File: config.mk
export PLATFORM = sky130hd
export DESIGN_NAME = mem_stage_sram
export DESIGN_NICKNAME = d
export VERILOG_FILES = /design/src/rtl/mem_stage_sram.sv
export SDC_FILE = /design/constraint.sdc
export NUM_CORES = 1
export LEC_CHECK = 0
export ABC_CLOCK_PERIOD_IN_PS = 2000
export CAP_MARGIN = 20
export CORE_UTILIZATION = 36
export CTS_BUF_LIST = sky130_fd_sc_hd__clkbuf_4 sky130_fd_sc_hd__clkbuf_8
export CTS_CLUSTER_SIZE = 20
export DETAILED_ROUTE_END_ITERATION = 10
export GPL_TIMING_DRIVEN = 1
export HOLD_SLACK_MARGIN = 0.05
export PLACE_DENSITY = 0.79
export SETUP_SLACK_MARGIN = 0.02
export SLEW_MARGIN = 5
export SYNTH_ARGS = -nofsm -noshare
export SYNTH_HDL_FRONTEND = slang
export SYNTH_SLANG_ARGS = --single-unit
File: constraint.sdc
create_clock -name clk -period 2 [get_ports clk]
set_input_delay 0.3 -clock clk [delete_from_list [all_inputs] [get_ports clk]]
set_output_delay 0.3 -clock clk [all_outputs]
set_load 0.02 [all_outputs]
File: src/rtl/mem_stage_sram.sv
// MEM stage: passes EXE/MEM results through to MEM/WB and performs 32-bit
// loads/stores against a 16-bit asynchronous SRAM as two half-word accesses,
// holding the pipeline (ready low) while the access is in flight.
module mem_stage_sram #(
  parameter int unsigned BASE_ADDR   = 1024,
  parameter int unsigned WAIT_CYCLES = 1
) (
  input  logic        clk,
  input  logic        rst,
  input  logic        WB_en,
  input  logic        MEM_R_EN,
  input  logic        MEM_W_EN,
  input  logic [31:0] ALU_result,
  input  logic [31:0] ST_val,
  input  logic [3:0]  Dest,
  output logic        ready,
  output logic        WB_en_out,
  output logic        MEM_R_EN_out,
  output logic [31:0] ALU_result_out,
  output logic [3:0]  Dest_out,
  output logic [31:0] mem_read_value,
  output logic [17:0] SRAM_ADDR,
  output logic [15:0] SRAM_DQ_out,
  input  logic [15:0] SRAM_DQ_in,
  output logic        SRAM_DQ_oe,
  output logic        SRAM_WE_N
);

  typedef enum logic [1:0] {IDLE, LO, HI, DONE} state_t;

  localparam logic [31:0] BASE_W   = 32'(BASE_ADDR);
  localparam logic [3:0]  CNT_INIT = 4'(WAIT_CYCLES - 1);
  localparam logic        ONE_WAIT = (WAIT_CYCLES == 1);

  state_t      state_q, state_d;
  logic [3:0]  cnt_q, cnt_d;
  logic [31:0] rd_q, rd_d;
  logic [17:0] addr_q, addr_d;
  logic [15:0] dq_q, dq_d;

  logic        req;
  logic        rd_op;
  logic        wr_op;
  logic        last;
  logic        in_phase;
  logic [16:0] word;

  // A read takes priority when both enables are set.
  assign req      = MEM_R_EN | MEM_W_EN;
  assign rd_op    = MEM_R_EN;
  assign wr_op    = MEM_W_EN & ~MEM_R_EN;
  assign word     = 17'((ALU_result - BASE_W) >> 2);
  assign last     = (cnt_q == 4'd0);
  assign in_phase = (state_q == LO) || (state_q == HI);

  assign ready          = ~req | (state_q == DONE);
  assign WB_en_out      = WB_en & ready;
  assign MEM_R_EN_out   = MEM_R_EN & ready;
  assign ALU_result_out = ALU_result;
  assign Dest_out       = Dest;
  assign mem_read_value = rd_q;
  assign SRAM_ADDR      = addr_q;
  assign SRAM_DQ_out    = dq_q;

  // Write strobe rises on the last cycle of each phase so the SRAM latches on
  // WE_N rising while address/data are still held; one-cycle phases keep it low.
  assign SRAM_DQ_oe = wr_op & in_phase;
  assign SRAM_WE_N  = ~(SRAM_DQ_oe & (ONE_WAIT | ~last));

  // Next-state, wait counter, SRAM address/data and read-capture logic.
  always_comb begin
    state_d = state_q;
    cnt_d   = cnt_q;
    rd_d    = rd_q;
    addr_d  = addr_q;
    dq_d    = dq_q;
    case (state_q)
      IDLE: begin
        if (req) begin
          state_d = LO;
          cnt_d   = CNT_INIT;
          addr_d  = {word, 1'b0};
          dq_d    = ST_val[15:0];
        end
      end
      LO: begin
        if (last) begin
          if (rd_op) rd_d[15:0] = SRAM_DQ_in;
          state_d = HI;
          cnt_d   = CNT_INIT;
          addr_d  = {word, 1'b1};
          dq_d    = ST_val[31:16];
        end else begin
          cnt_d = cnt_q - 4'd1;
        end
      end
      HI: begin
        if (last) begin
          if (rd_op) rd_d[31:16] = SRAM_DQ_in;
          state_d = DONE;
        end else begin
          cnt_d = cnt_q - 4'd1;
        end
      end
      DONE: begin
        state_d = IDLE;
      end
      default: begin
        state_d = IDLE;
      end
    endcase
  end

  // State and datapath registers; reset aborts any access in flight.
  always_ff @(posedge clk or posedge rst) begin
    if (rst) begin
      state_q <= IDLE;
      cnt_q   <= 4'd0;
      rd_q    <= 32'd0;
      addr_q  <= 18'd0;
      dq_q    <= 16'd0;
    end else begin
      state_q <= state_d;
      cnt_q   <= cnt_d;
      rd_q    <= rd_d;
      addr_q  <= addr_d;
      dq_q    <= dq_d;
    end
  end

endmodule

# Word-level counts from Yosys, hierarchy flattened
# Cells that the tools add are included.
[classes]
addsub = 2
eq_ne = 7
muxes = 14
bitwise = 9
reduce_logical = 10
[ops]
columns = ["operator", "count"]
rows = [
  ["18-bit two-way mux", 2],
  ["18-bit one-hot mux with 2 select lines", 1],
  ["16-bit two-way mux", 2],
  ["16-bit one-hot mux with 2 select lines", 1],
  ["19-bit by 11-bit subtractor with 19-bit output, second input constant", 1],
  ["3-bit AND reduction", 5],
  ["4-bit two-way mux", 3],
  ["4-bit one-hot mux with 3 select lines", 1],
  ["2-bit inequality test, second input constant", 4],
  ["2-bit one-hot mux with 4 select lines", 1],
  ["2-bit two-way mux", 3],
  ["1-bit AND", 4],
  ["2-bit == test, second input constant", 2],
  ["4-bit logical NOT", 1],
  ["4-bit by 1-bit subtractor with 4-bit output, second input constant", 1],
  ["1-bit inverter", 3],
  ["3-bit nonzero test", 1],
  ["2-bit by 1-bit == test with 1-bit output, second input constant", 1],
  ["2-bit logical NOT", 1],
  ["1-bit OR", 2],
  ["2-bit nonzero test", 1],
  ["1-bit logical OR", 1],
]
[word_totals]
reg_bits = 72
inputBits = 89
output_inout_bits = 107
wordCells = 48

# Logic depth before layout (Yosys ltp)
# Gate-level depths: netlist of run 1.
[depth]
depth_word = 4
mapped_depth = 8
mapped_depth_nobuf = 6

# Worst setup path before layout of run 1
# OpenSTA, ideal clock, no wires.
[synth_timing]
path_type = "reg-to-reg"
start = "register cnt_q[0]"
end = "register addr_q[1], in the netlist SRAM_ADDR[1]"
setup_time_ns = 0.125
arrival_ns = 1.800
required_time_ns = 1.875
setup_slack_ns = 0.075
path_stages_with_launch = 7
n_path_buf = 1
period_less_slack_ns = 1.925
cell_sequence = "dfrtp_1 inv_1 ha_1 or3b_4 a211o_1 buf_6 mux2_4"
[synth_between]
elab_chain_cells = 3
[synth_rtl]
columns = ["element", "line", "text"]
rows = [
  ["from (decl)", "36", "logic [3:0] cnt_q, cnt_d;"],
  ["from (signal assigned)", "124", "cnt_q <= cnt_d;"],
  ["4-bit logical NOT", "53", "assign last = (cnt_q == 4'd0);"],
  ["2-bit inequality test (no source line)", "n/a", ""],
  ["3-bit AND reduction (no source line)", "n/a", ""],
  ["to (signal assigned)", "126", "addr_q <= addr_d;"],
  ["to (decl)", "38", "logic [17:0] addr_q, addr_d;"],
]
# Every way passes these cells.
# A chain may end at the register's enable or synchronous reset.

# Final worst setup path of run 1
[layout_timing]
start = "register cnt_q[0]"
end = "register addr_q[6], in the netlist SRAM_ADDR[6]"
# Same word-level chain as after synthesis.

==> results of run 1 <==
[flip-flops by register name (all words and copies together) (netlist names)]
name / count
mem_read_value: 32
SRAM_ADDR: 18
SRAM_DQ_out: 16
cnt_q: 4
state_q: 2
[report_power, final]
group	internal (mW)	switching [mW]	total (mW)
Combinational	2.57	2.38	4.95
Sequential	2.17	0.372	2.55
Clock	0.474	0.519	0.993
[through the flow]
step	power, mW	cells	setup slack [ns]
detailed placement	7.36	580	-0.0990
floorplan	5.12	319	0.0753
global placement	7.22	580	-0.0508
finish	8.49	599	0.0259
CTS	8.35	595	0.0279
global route	9.07	599	-0.0136
[how the worst max path moves through the flow]
stage             start             end  slack, ns  cells after the start
6_report       cnt_q[0]    SRAM_ADDR[6]       0.03                      6
5_1_grt        cnt_q[0]    SRAM_ADDR[3]      -0.01                      6
4_1_cts        cnt_q[1]  SRAM_DQ_out[2]       0.03                      8
3_5_place_dp   MEM_W_EN      SRAM_DQ_oe       -0.1                      5
3_3_place_gp   MEM_W_EN      SRAM_DQ_oe      -0.05                      5
2_1_floorplan  cnt_q[0]    SRAM_ADDR[1]       0.08                      6
[metal layers]
| metal | vias to the layer above | part of all wire, % | track usage, % |
|---|---|---|---|
| met3 | 17 | 7.2 | 4.72 |
| met4 | 0 | 1.6 | 6.80 |
| met1 | 1351 | 40 | 20.2 |
| met5 | - | 0 | 0 |
| met2 | 108 | 51 | 31.2 |
| li1 | 1349 | - | - |
[cell families after synthesis]
logic type	after synthesis
flops	72
fa+ha+maj	8
simple gates	72
mux	40
buf+inv	60
xor+xnor	7
compound gates	60
[worst max-delay path, cell delays in order (launching register included)]
cell	delay (ns)
dfrtp_1	0.40
inv_2	0.09
ha_4	0.14
or3b_4	0.39
a211o_4	0.38
clkbuf_16	0.17
mux2_4	0.29
[repair_timing]
item	in CTS	in global routing
resized for setup	15	26
pin swaps	1	1
cloned	0	1
endpoints found under the setup margin	17	36
buffers inserted	0	3
[cell usage after synthesis, types with 6 or more instances]
cell and instances:
and3_1 15, nand2_1 31, mux2_4 7, mux2_2 33, dfrtp_1 72, o21ai_0 32, a21oi_1 20, inv_1 11
ha_1 8, clkbuf_1 9, buf_4 36, nor2_1 6
[area by class of cell]
cell class | instances | area share [%]
timing repair buffer | 185 | 33.6
multi-input combinational | 187 | 25.7
inverter | 11 | 0.840
clock buffer | 10 | 2.57
tap | 129 | 3.01
sequential | 72 | 33.6
clock inverter | 5 | 0.630
==> results.sh, run 1 <==
export IMPL_globalRouteTotalUtil_pct=17.6
export IMPL_ys_ff_latch=72
export IMPL_cts_buffer_depth=2
export IMPL_min_path_type="in -> async"
export IMPL_synth_edff_count=0
export IMPL_synth_adder_area_share_pct=2.86
export IMPL_r2r_end="SRAM_ADDR[6]"
export IMPL_syn_inst=319
export IMPL_cts_sinks=72
export IMPL_finish_utilization_pct=57.5
export IMPL_finalMaxSlewViolations=0
export IMPL_first_pass_iters=4
export IMPL_cts_tree="done"
export IMPL_yosys_top_cells_area="dfrtp_1 51%, mux2_2 11%, buf_4 7.7%"
export IMPL_final_nets=563
export IMPL_period_needed_ns=1.97
export IMPL_synth_simple_gate_area_share_pct=10.5
export IMPL_htree_levels=3
export IMPL_die_area_um2=10100
export IMPL_async_flop_share_pct=100
export IMPL_max_slew_worst_pin_slew_ns=0.527
export IMPL_grt_pass1_vias=2886
export IMPL_synth_ff_type="dfrtp_1"
export IMPL_seq_area_frac_synth_pct=51.4
export IMPL_die_w_um=101
export IMPL_syn2layout_area_growth_pct=53.1
export IMPL_layout_common_cells="152 x clkdlybuf4s50_1, 72 x dfrtp_1, 33 x mux2_2"
export IMPL_clock_skew_ns=0.0138
export IMPL_synth_warnings=0
export IMPL_cts_hold_buf=0
export IMPL_grt_max_degree=43
export IMPL_tns_ns=0
export IMPL_multi_input_area_um2=1380
export IMPL_rrSetupSlack_ns=0.03
export IMPL_cap_violations=0
export IMPL_path_clk_slew_ns=0.08
export IMPL_worstSetupPathType="reg -> reg"
export IMPL_synth_top_family_by_area="multiplexers"
export IMPL_status="completed"
export IMPL_routedWlPerCell_um=14.5
export IMPL_diodes=0
export IMPL_wirelength_um=8660
export IMPL_fin_hold_ws_ns=0.423
export IMPL_synth_xor_area_share_pct=1.75
export IMPL_viasPerCell=4.72
export IMPL_synth_area_um2=3500
export IMPL_cts_made_buffers=9
export IMPL_ioPinCount=196
export IMPL_num_rows=35
export IMPL_hold_viol_final=0
export IMPL_crit_path_start_kind="flip-flop"
export IMPL_vdd_drop_max_uv=702
export IMPL_setup_viol=0
export IMPL_drive_gt1_share_pct=21.5
export IMPL_port_buffers=157
export IMPL_syn_avg_cell_area_um2=11.0
export IMPL_r2r_worst_path_cells=6
export IMPL_gr_total_overflow=0
export IMPL_vias=2825
export IMPL_synthMuxAreaShare_pct=13.6
export IMPL_rsz0062_at_grt="true"
export IMPL_detail_route_antenna_nets=0
export IMPL_drtIter0Drc=69
export IMPL_synth_nets=416
export IMPL_slew_headroom_pct=64.9
export IMPL_cp_max_fo=7
export IMPL_regArea_um2=1800
export IMPL_worstPathArrival_ns=2.19
export IMPL_clk_insertion_delay_late_ns=0.34
export IMPL_core_um2=9330
export IMPL_final_common_cell="clkdlybuf4s50_1"
export IMPL_synth_top_area_share_pct=51.4
export IMPL_gp_congestion=0.784
export IMPL_crit_path_end_kind="flip-flop"
export IMPL_dpl_instance_area_um2=5110
export IMPL_n_fill_cell=786
export IMPL_synth_top_area_cell="dfrtp_1"
export IMPL_start_util_pct=37.5
export IMPL_drc=0
export IMPL_yosysUniqueCellTypes=37
export IMPL_clock_root_buffer="clkbuf_8"
export IMPL_fin_area_um2=5360
export IMPL_min_period_over_period_pct=98.7
export IMPL_antenna_found_initial=0
export IMPL_p_per_area_nw_per_um2=1580
export IMPL_fmax_mhz=507
export IMPL_die_h_um=101
export IMPL_p_leak_nw=2.31
export IMPL_r2r_start="cnt_q[0]"
export IMPL_cp_required_ns=2.22
export IMPL_synth_compound_area_share_pct=9.18
export IMPL_grt_pass1_wl_um=14000
export IMPL_dp_hpwl_um=6610
Note: power is estimated with default switching activity, not from simulation.
==> run 2: changes to the inputs <==
==> constraint.sdc (replaced) <==
create_clock -name clk -period 2 [get_ports clk]
set_input_delay 0.4 -clock clk [delete_from_list [all_inputs] [get_ports clk]]
set_output_delay 0.4 -clock clk [all_outputs]
set_load 0.02 [all_outputs]
==> results.sh, run 2 (same netlist as run 1, synthesis figures left out) <==
export IMPL_hold_viol_final=0
export IMPL_syn2layout_area_growth_pct=56.0
export IMPL_gr_total_overflow=0
export IMPL_path_cells="inv_2 > ha_4 > or3b_4 > a211o_4 > buf_12 > mux2_4"
export IMPL_final_nets=571
export IMPL_crit_path_end_kind="flip-flop"
export IMPL_rsz0062_at_grt="true"
export IMPL_p_leak_nw=2.37
export IMPL_r2r_end="SRAM_ADDR[1]"
export IMPL_drc=0
export IMPL_max_slew_worst_pin_slew_ns=0.433
export IMPL_setup_viol=0
export IMPL_fin_hold_ws_ns=0.482
export IMPL_min_period_over_period_pct=98.7
export IMPL_cap_violations=0
export IMPL_vdd_drop_max_uv=789
export IMPL_cts_made_buffers=9
export IMPL_r2r_worst_path_cells=6
export IMPL_grt_max_degree=73
export IMPL_crit_path_start_kind="flip-flop"
export IMPL_gp_congestion=0.754
export IMPL_port_buffers=157
export IMPL_cts_sinks=72
export IMPL_tns_ns=0
export IMPL_drtIter0Drc=54
export IMPL_globalRouteTotalUtil_pct=17.5
export IMPL_clk_insertion_delay_late_ns=0.33
export IMPL_cp_required_ns=2.20
export IMPL_p_per_area_nw_per_um2=1590
export IMPL_largest_register_ffs=32
export IMPL_period_needed_ns=1.97
export IMPL_min_path_type="reg -> reg"
export IMPL_cp_startpoint="cnt_q[1]"
export IMPL_fin_total_pwr_mw=8.67
export IMPL_status="completed"
export IMPL_layout_common_cells="151 x clkdlybuf4s50_1, 72 x dfrtp_1, 33 x mux2_2"
export IMPL_wirelength_um=8840
export IMPL_cp_num_buf_inv=2
export IMPL_finalMaxSlewViolations=0
export IMPL_slew_headroom_pct=70.4
export IMPL_cts_buffer_depth=2
export IMPL_worstSetupPathDepth=6
export IMPL_htree_levels=3
export IMPL_routedWlPerCell_um=14.6
export IMPL_num_rows=35
export IMPL_path_clk_slew_ns=0.07
export IMPL_rrSetupSlack_ns=0.03
export IMPL_grt_pass1_wl_um=13900
export IMPL_cp_max_fo=8
export IMPL_die_area_um2=10100
export IMPL_drive_gt1_share_pct=24.1
export IMPL_diodes=0
export IMPL_fin_cells=606
export IMPL_critPathSlowestCell="dfrtp_1"
export IMPL_antenna_found_initial=0
export IMPL_first_pass_iters=4
export IMPL_clock_root_buffer="clkbuf_8"
export IMPL_core_um2=9330
export IMPL_die_h_um=101
export IMPL_cp_endpoint="SRAM_ADDR[1]"
export IMPL_post_place_cells=586
export IMPL_worstSetupPathType="reg -> reg"
export IMPL_r2r_start="cnt_q[1]"
export IMPL_ioPinCount=196
export IMPL_vias=2857
export IMPL_detail_route_antenna_nets=0
export IMPL_cts_hold_buf=0
export IMPL_die_w_um=101
export IMPL_cts_tree="done"
export IMPL_cp_top_family="flip-flops"
export IMPL_clock_skew_ns=0.0116
export IMPL_viasPerCell=4.71
export IMPL_fmax_mhz=506
export IMPL_final_common_cell="clkdlybuf4s50_1"
export IMPL_grt_pass1_vias=2892
export IMPL_dp_hpwl_um=6490
export IMPL_worstPathArrival_ns=2.18
export IMPL_start_util_pct=37.5
export IMPL_cp_slowest_stage_delay_ns=0.40
[run 2: how the worst min path moves through the flow]
stage | cells after the start | from | slack, ns | end
floorplan | 1 | ALU_result[10] | 0.51 | SRAM_ADDR[9]
global placement | 2 | SRAM_DQ_out[6] | 0.46 | SRAM_DQ_out[6]
detailed placement | 2 | SRAM_ADDR[16] | 0.47 | SRAM_ADDR[16]
CTS | 2 | SRAM_ADDR[16] | 0.49 | SRAM_ADDR[16]
global route | 2 | SRAM_ADDR[16] | 0.50 | SRAM_ADDR[16]
finish | 2 | SRAM_ADDR[16] | 0.48 | SRAM_ADDR[16]
[run 2: power by group]
group          internal [mW]  leakage [nW]  switching, mW
Combinational           2.70          1.42           2.45
Sequential              2.17         0.869          0.376
Clock                  0.464        0.0838          0.502
Total                   5.34          2.37           3.33
[run 2: layout make-up]
| type | instances | area (um2) |
|---|---|---|
| multi-input combinational | 187 | 1400 |
| fill | 808 | 3860 |
| sequential | 72 | 1800 |
| inverter | 11 | 45.0 |
| timing repair buffer | 193 | 1900 |
| clock buffer | 10 | 138 |
| tap | 129 | 161 |
| clock inverter | 4 | 22.5 |
[run 2: stage by stage]
stage | cell area (um2) | worst slack [ns] | utilization, %
after floorplan | 3510 | 0.0753 | -
after global placement | 5160 | -0.251 | 55.4
after detailed placement | 5160 | -0.266 | 55.4
after CTS | 5300 | -0.0248 | 56.9
after global routing | 5460 | -0.0368 | 58.6
final | 5460 | 0.0251 | 58.6
[run 2: tightest hold or removal path, cell delays in order, from the launching register on]
cell and delay, ns:
dfrtp_1 0.34, nand2_1 0.05, o21ai_0 0.06
[run 2: timing repair]
| action | CTS | global route |
|---|---|---|
| cloned | 0 | 1 |
| endpoints found under the setup margin | 33 | 38 |
| endpoints found under the hold margin | 0 | 0 |
| gates resized for setup | 20 | 43 |
| pin swaps | 1 | 2 |
| buffers inserted | 0 | 5 |
[run 2: metal layers]
layer	vias up	wire, um	GRT usage [%]
met3	18	554	5.20
li1	1363	-	-
met1	1364	3730	21.0
met4	0	138	5.69
met5	-	0	0
met2	112	4420	30.1
